<file path="src/rtl/serial_decoder_pkg.sv">
// Shared definitions for the serial link: FSM state encoding, line levels and
// frame-length helpers common to encoder and decoder.
package serial_decoder_pkg;

    typedef enum logic [2:0] {
        ST_IDLE    = 3'd0,
        ST_DATA    = 3'd1,
        ST_PARITY  = 3'd2,
        ST_STOP    = 3'd3,
        ST_RECOVER = 3'd4
    } state_e;

    localparam logic LINE_IDLE = 1'b1;
    localparam logic START_BIT = 1'b0;
    localparam logic STOP_BIT  = 1'b1;

    // Clock cycles occupied by one frame on the line: start + data + [parity] + stop.
    function automatic int frame_cycles(input int data_width, input bit parity_en);
        return data_width + 2 + (parity_en ? 1 : 0);
    endfunction

endpackage

</file>
<file path="src/rtl/serial_decoder_sipo.sv">
// Serial-in parallel-out shift register used by the decoder to assemble the
// payload; bit order on the line is chosen by MSB_FIRST.
module shift_register_sipo #(
    parameter int DATA_WIDTH = 8,
    parameter bit MSB_FIRST  = 1'b1
) (
    input  logic                  clock,
    input  logic                  resetN,
    input  logic                  clear_i,
    input  logic                  shift_en_i,
    input  logic                  bit_i,
    output logic [DATA_WIDTH-1:0] data_o
);

    logic [DATA_WIDTH-1:0] data_q;

    // Shift the new bit in at the LSB end (MSB first on the line) or the MSB end.
    always_ff @(posedge clock or negedge resetN) begin
        if (!resetN) begin
            data_q <= '0;
        end else if (clear_i) begin
            data_q <= '0;
        end else if (shift_en_i) begin
            if (MSB_FIRST) data_q <= {data_q[DATA_WIDTH-2:0], bit_i};
            else           data_q <= {bit_i, data_q[DATA_WIDTH-1:1]};
        end
    end

    assign data_o = data_q;

endmodule

</file>
<file path="src/rtl/serial_decoder.sv">
// Receive side of the serial link: one sample per clock, start-bit detect,
// deserialise DATA_WIDTH bits, optional even parity, stop-bit check.
// resetN asserts asynchronously; its release is expected to be synchronised
// to clock upstream.
module serial_decoder
    import serial_decoder_pkg::*;
#(
    parameter int DATA_WIDTH = 8,
    parameter bit PARITY_EN  = 1'b1,
    parameter bit MSB_FIRST  = 1'b1
) (
    input  logic                  clock,
    input  logic                  resetN,
    input  logic                  serialIn,
    output logic [DATA_WIDTH-1:0] parallelOut,
    output logic                  dataValid,
    output logic                  parityError,
    output logic                  frameError,
    output logic                  busy
);

    localparam int              CNT_W    = (DATA_WIDTH > 1) ? $clog2(DATA_WIDTH) : 1;
    localparam logic [CNT_W-1:0] CNT_LAST = CNT_W'(DATA_WIDTH - 1);

    state_e                state_q, state_d;
    logic [CNT_W-1:0]      count_q, count_d;
    logic                  par_acc_q, par_acc_d;   // running XOR of data bits
    logic                  par_err_q, par_err_d;   // parity verdict for current frame
    logic [DATA_WIDTH-1:0] word_q, word_d;
    logic                  valid_q, valid_d;
    logic                  perr_q, perr_d;
    logic                  ferr_q, ferr_d;
    logic                  shift_en;
    logic                  sr_clear;
    logic [DATA_WIDTH-1:0] sr_data;

    shift_register_sipo #(
        .DATA_WIDTH (DATA_WIDTH),
        .MSB_FIRST  (MSB_FIRST)
    ) u_sipo (
        .clock      (clock),
        .resetN     (resetN),
        .clear_i    (sr_clear),
        .shift_en_i (shift_en),
        .bit_i      (serialIn),
        .data_o     (sr_data)
    );

    // State register.
    always_ff @(posedge clock or negedge resetN) begin
        if (!resetN) state_q <= ST_IDLE;
        else         state_q <= state_d;
    end

    // Next-state logic; RECOVER keeps a stuck-low line from looking like starts.
    always_comb begin
        state_d = state_q;
        case (state_q)
            ST_IDLE:    if (serialIn == START_BIT) state_d = ST_DATA;
            ST_DATA:    if (count_q == CNT_LAST)   state_d = PARITY_EN ? ST_PARITY : ST_STOP;
            ST_PARITY:  state_d = ST_STOP;
            ST_STOP:    state_d = (serialIn == STOP_BIT) ? ST_IDLE : ST_RECOVER;
            ST_RECOVER: if (serialIn == LINE_IDLE) state_d = ST_IDLE;
            default:    state_d = ST_IDLE;
        endcase
    end

    // Per-state actions: counter, parity, shift control and next output values.
    always_comb begin
        count_d   = count_q;
        par_acc_d = par_acc_q;
        par_err_d = par_err_q;
        word_d    = word_q;
        valid_d   = 1'b0;
        perr_d    = 1'b0;
        ferr_d    = 1'b0;
        shift_en  = 1'b0;
        sr_clear  = 1'b0;
        case (state_q)
            ST_IDLE: begin
                if (serialIn == START_BIT) begin
                    count_d   = '0;
                    par_acc_d = 1'b0;
                    par_err_d = 1'b0;
                    sr_clear  = 1'b1;
                end
            end
            ST_DATA: begin
                shift_en  = 1'b1;
                par_acc_d = par_acc_q ^ serialIn;
                if (count_q != CNT_LAST) count_d = count_q + CNT_W'(1);
            end
            ST_PARITY: begin
                par_err_d = par_acc_q ^ serialIn;
            end
            ST_STOP: begin
                // A bad stop bit outranks a parity mismatch.
                if (serialIn != STOP_BIT) begin
                    ferr_d = 1'b1;
                end else if (par_err_q) begin
                    perr_d = 1'b1;
                end else begin
                    valid_d = 1'b1;
                    word_d  = sr_data;
                end
            end
            default: ;
        endcase
    end

    // Datapath and output registers.
    always_ff @(posedge clock or negedge resetN) begin
        if (!resetN) begin
            count_q   <= '0;
            par_acc_q <= 1'b0;
            par_err_q <= 1'b0;
            word_q    <= '0;
            valid_q   <= 1'b0;
            perr_q    <= 1'b0;
            ferr_q    <= 1'b0;
        end else begin
            count_q   <= count_d;
            par_acc_q <= par_acc_d;
            par_err_q <= par_err_d;
            word_q    <= word_d;
            valid_q   <= valid_d;
            perr_q    <= perr_d;
            ferr_q    <= ferr_d;
        end
    end

    assign parallelOut = word_q;
    assign dataValid   = valid_q;
    assign parityError = perr_q;
    assign frameError  = ferr_q;
    assign busy        = (state_q != ST_IDLE);

endmodule

</file>
<file path="config.mk">
export PLATFORM = sky130hd
export DESIGN_NAME = serial_decoder
export DESIGN_NICKNAME = d
export VERILOG_FILES = /design/src/rtl/serial_decoder_pkg.sv /design/src/rtl/serial_decoder_sipo.sv /design/src/rtl/serial_decoder.sv
export SDC_FILE = /design/constraint.sdc
export NUM_CORES = 1
export LEC_CHECK = 0
export ABC_CLOCK_PERIOD_IN_PS = 1500
export CAP_MARGIN = 5
export CORE_AREA = 2 2 58 73
export DETAILED_ROUTE_END_ITERATION = 6
export DIE_AREA = 0 0 60 75
export PLACE_DENSITY_LB_ADDON = 0.1
export REMOVE_ABC_BUFFERS = 1
export SETUP_SLACK_MARGIN = 0.5
export SYNTH_ARGS = -nofsm -noshare
export SYNTH_HDL_FRONTEND = slang
export SYNTH_SLANG_ARGS = --single-unit
</file>
<file path="constraint.sdc">
create_clock -name clock -period 1.5 [get_ports clock]
set_input_delay 0.375 -clock clock [delete_from_list [all_inputs] [get_ports clock]]
set_output_delay 0.375 -clock clock [all_outputs]
set_load 0.02 [all_outputs]
</file>
==> results.yml <==
power_and_ir_drop:
  power.density_nw_per_um2: 2026
  vdd_drop_max_mv: 1.014
  leakage_nw: 0.9440
  power_mw: 3.864
critical_path:
  critPathSlowestCell: "dfrtp_1"
  required_ns: 1.66
  critPathTopFamily: "simple AND/OR/NAND/NOR gates"
  crit_chain: "buf_6 -> nand2_4 -> nor4b_4 -> buf_4 -> mux2_4"
  cp-start-kind: "register"
  critPathBufInv: 2
  crit_type: "reg -> reg"
  end_kind: "register"
  cpPeakStageDelay_ns: 0.38
  crit_arrival_ns: 1.72
  cp_max_fo: 4
layout:
  nFillCells: 336
  utilization_pct: 50.38
  area_growth_pct: 62.99
  nNetsFinal: 144
  layout_commonest_cell: "buf_6"
  regArea_um2: 675.6
  final_cell_mix: "29 x buf_6, 27 x dfrtp_1, 20 x buf_4"
  final_cell_count_no_fill: 192
  drive_gt1_share_pct: 60.87
  num_antenna_cells: 0
  multi_input_area_um2: 586.8
drt:
  drtIter0Drc: 13
  wire_per_inst_um: 13.67
  drtPass1Iterations: 3
  drc: 0
  vias_per_cell: 4.365
  route.vias.total: 838
  ant_nets: 0
  routed_wirelength_um: 2625
clock_network:
  cts_tree: "built"
  cts_buffer_depth: 2
  cts_max_level: 1
  insertion_delay_ns: 0.26
  clock_sinks: 27
  root_buffer: "clkbuf_8"
  cts.reportedPaths.clkPinSlew_ns: 0.09
  holdBufCountCts: 0
  cts_buffers: 3
grt:
  grt_max_degree: 28
  grt_usage_pct: 12.43
  grt_first_pass_wirelength_um: 4202
  grt_pass1_vias: 881
  antenna_found_initial: 0
  overflow: 0
timing:
  hold_viol_final: 0
  max_freq_mhz: 640.1
  period_share_pct: 104.1
  drv_slew: 0
  slew_headroom_pct: 78.09
  period_needed_ns: 1.562
  fin_ws_ns: -0.06219
  tightest_slew_ns: 0.3273
  rsz0062_at_grt: "yes"
  finalClockSkew_ns: 0.001896
  setup_viol: 9
run:
  drv_cap: 0
floorplanning:
  core_area_um2: 3785
  die_y_um: 75
  dieArea_um2: 4500
  ios: 15
  die_w_um: 60
  initial_utilization_pct: 30.91
  rows: 25
placed_design:
  dpl.hpwl_um: 1373
  port-buffer-count: 14
  placed_cells: 161
  gp_congestion: 0.6884
yosys:
  postSynthAreaPerCell_um2: 13.60
  ys_warn_count: 0
  ys_ff_latch: 27
  ys_seq_area_share_pct: 57.75
  netlist_area_um2: 1170
  yosysUniqueCellTypes: 23
  synth_cells: 86
status:
  status: "finished, violations left"
  violations: "setup timing"
worst_hold_path:
  hold_path.class: "in -> async"
-- stage by stage --
stage          area (um2)  worst slack [ns]  hold slack, ns  TNS [ns]
2_1_floorplan        1139           -0.4850         0.07941    -4.893
3_3_place_gp         1449           -0.2188          0.4901    -2.232
3_5_place_dp         1449           -0.2521          0.4924    -2.380
4_1_cts              1780          -0.07112          0.4582   -0.1845
5_1_grt              1907           -0.1039          0.4516   -0.8755
6_report             1907          -0.06219          0.4509   -0.4328
-- cell type report --
class / instances / share of cell area [%]
flip-flops and latches: 27 / 35.43
multi-input cells: 54 / 30.77
repair buffers: 53 / 27.82
well taps: 54 / 3.543
clock buffers: 3 / 2.165
clock inverters: 1 / 0.2625
-- flip-flops by register name (all words and copies together) (netlist names) --
signal         cells
parityError        1
count_q            3
frameError         1
state_q            3
par_err_q          1
dataValid          1
parallelOut        8
u_sipo.data_o      8
par_acc_q          1
-- cells in the mapped netlist (all sizes together) --
cell    count  area share, %
a22o        2            1.5
a32o        1           0.86
and3        1           0.54
buf         5            2.7
dfrtp      27             58
ha          2            2.1
mux2       10            9.6
mux2i       9            7.7
nand2       4            1.9
nand2b      1           0.54
nor2       13            4.2
nor3        1           0.43
nor3b       2            1.3
nor4        1            1.8
nor4b       2            3.3
o21ba       1           0.86
o32a        1           0.86
or3         1           0.54
xnor2       1           0.75
xor2        1           0.75
-- where the power goes --
group          total, mW  internal, mW  switching (mW)
Sequential          1.24          1.01           0.227
Combinational       2.22          1.37           0.854
Clock              0.404         0.186           0.218
Total               3.86          2.56            1.30
-- kinds of logic (layout without fill, tap and decap cells) --
| logic type | count (synthesis) | after routing | synth area share [%] |
|---|---|---|---|
| AO/OA/AOI/OAI | 5 | 5 | 4.065 |
| AND/OR/NAND/NOR | 26 | 26 | 14.55 |
| flip-flops | 27 | 27 | 57.75 |
| buffers and inverters | 5 | 57 | 2.674 |
| adder cells (fa/ha/maj) | 2 | 2 | 2.139 |
| XOR/XNOR | 2 | 2 | 1.498 |
| multiplexers | 19 | 19 | 17.33 |
-- final timing paths --
check                                             startpoint                    endpoint  slack (ns)  depth (start not counted)
worst max-delay path                  state_q[1]$_DFFE_PN0P_  parallelOut[5]$_DFFE_PN0P_       -0.06                          5
worst min-delay path                                  resetN  parallelOut[7]$_DFFE_PN0P_        0.45                          2
worst max register to register        state_q[1]$_DFFE_PN0P_  parallelOut[5]$_DFFE_PN0P_       -0.06                          5
worst min register to register  u_sipo.data_o[7]$_DFFE_PN0P_  parallelOut[7]$_DFFE_PN0P_        0.51                          1
max in group asynchronous                             resetN       par_err_q$_DFFE_PN0P_        0.89                          2
min in group clock              u_sipo.data_o[7]$_DFFE_PN0P_  parallelOut[7]$_DFFE_PN0P_        0.51                          1
-- routing by layer --
layer	wire, um	global-route usage [%]
met1	1162	15.58
met3	43	1.546
met4	20	3.704
met2	1398	22.10
met5	0	0
-- repair_timing --
action                     CTS  global route
cloned                       2             0
pin swaps                   13            10
setup endpoints to repair   37            38
gates resized for setup    111            12
setup buffers               14            11
No activity file was read; power rests on OpenSTA's default activity.
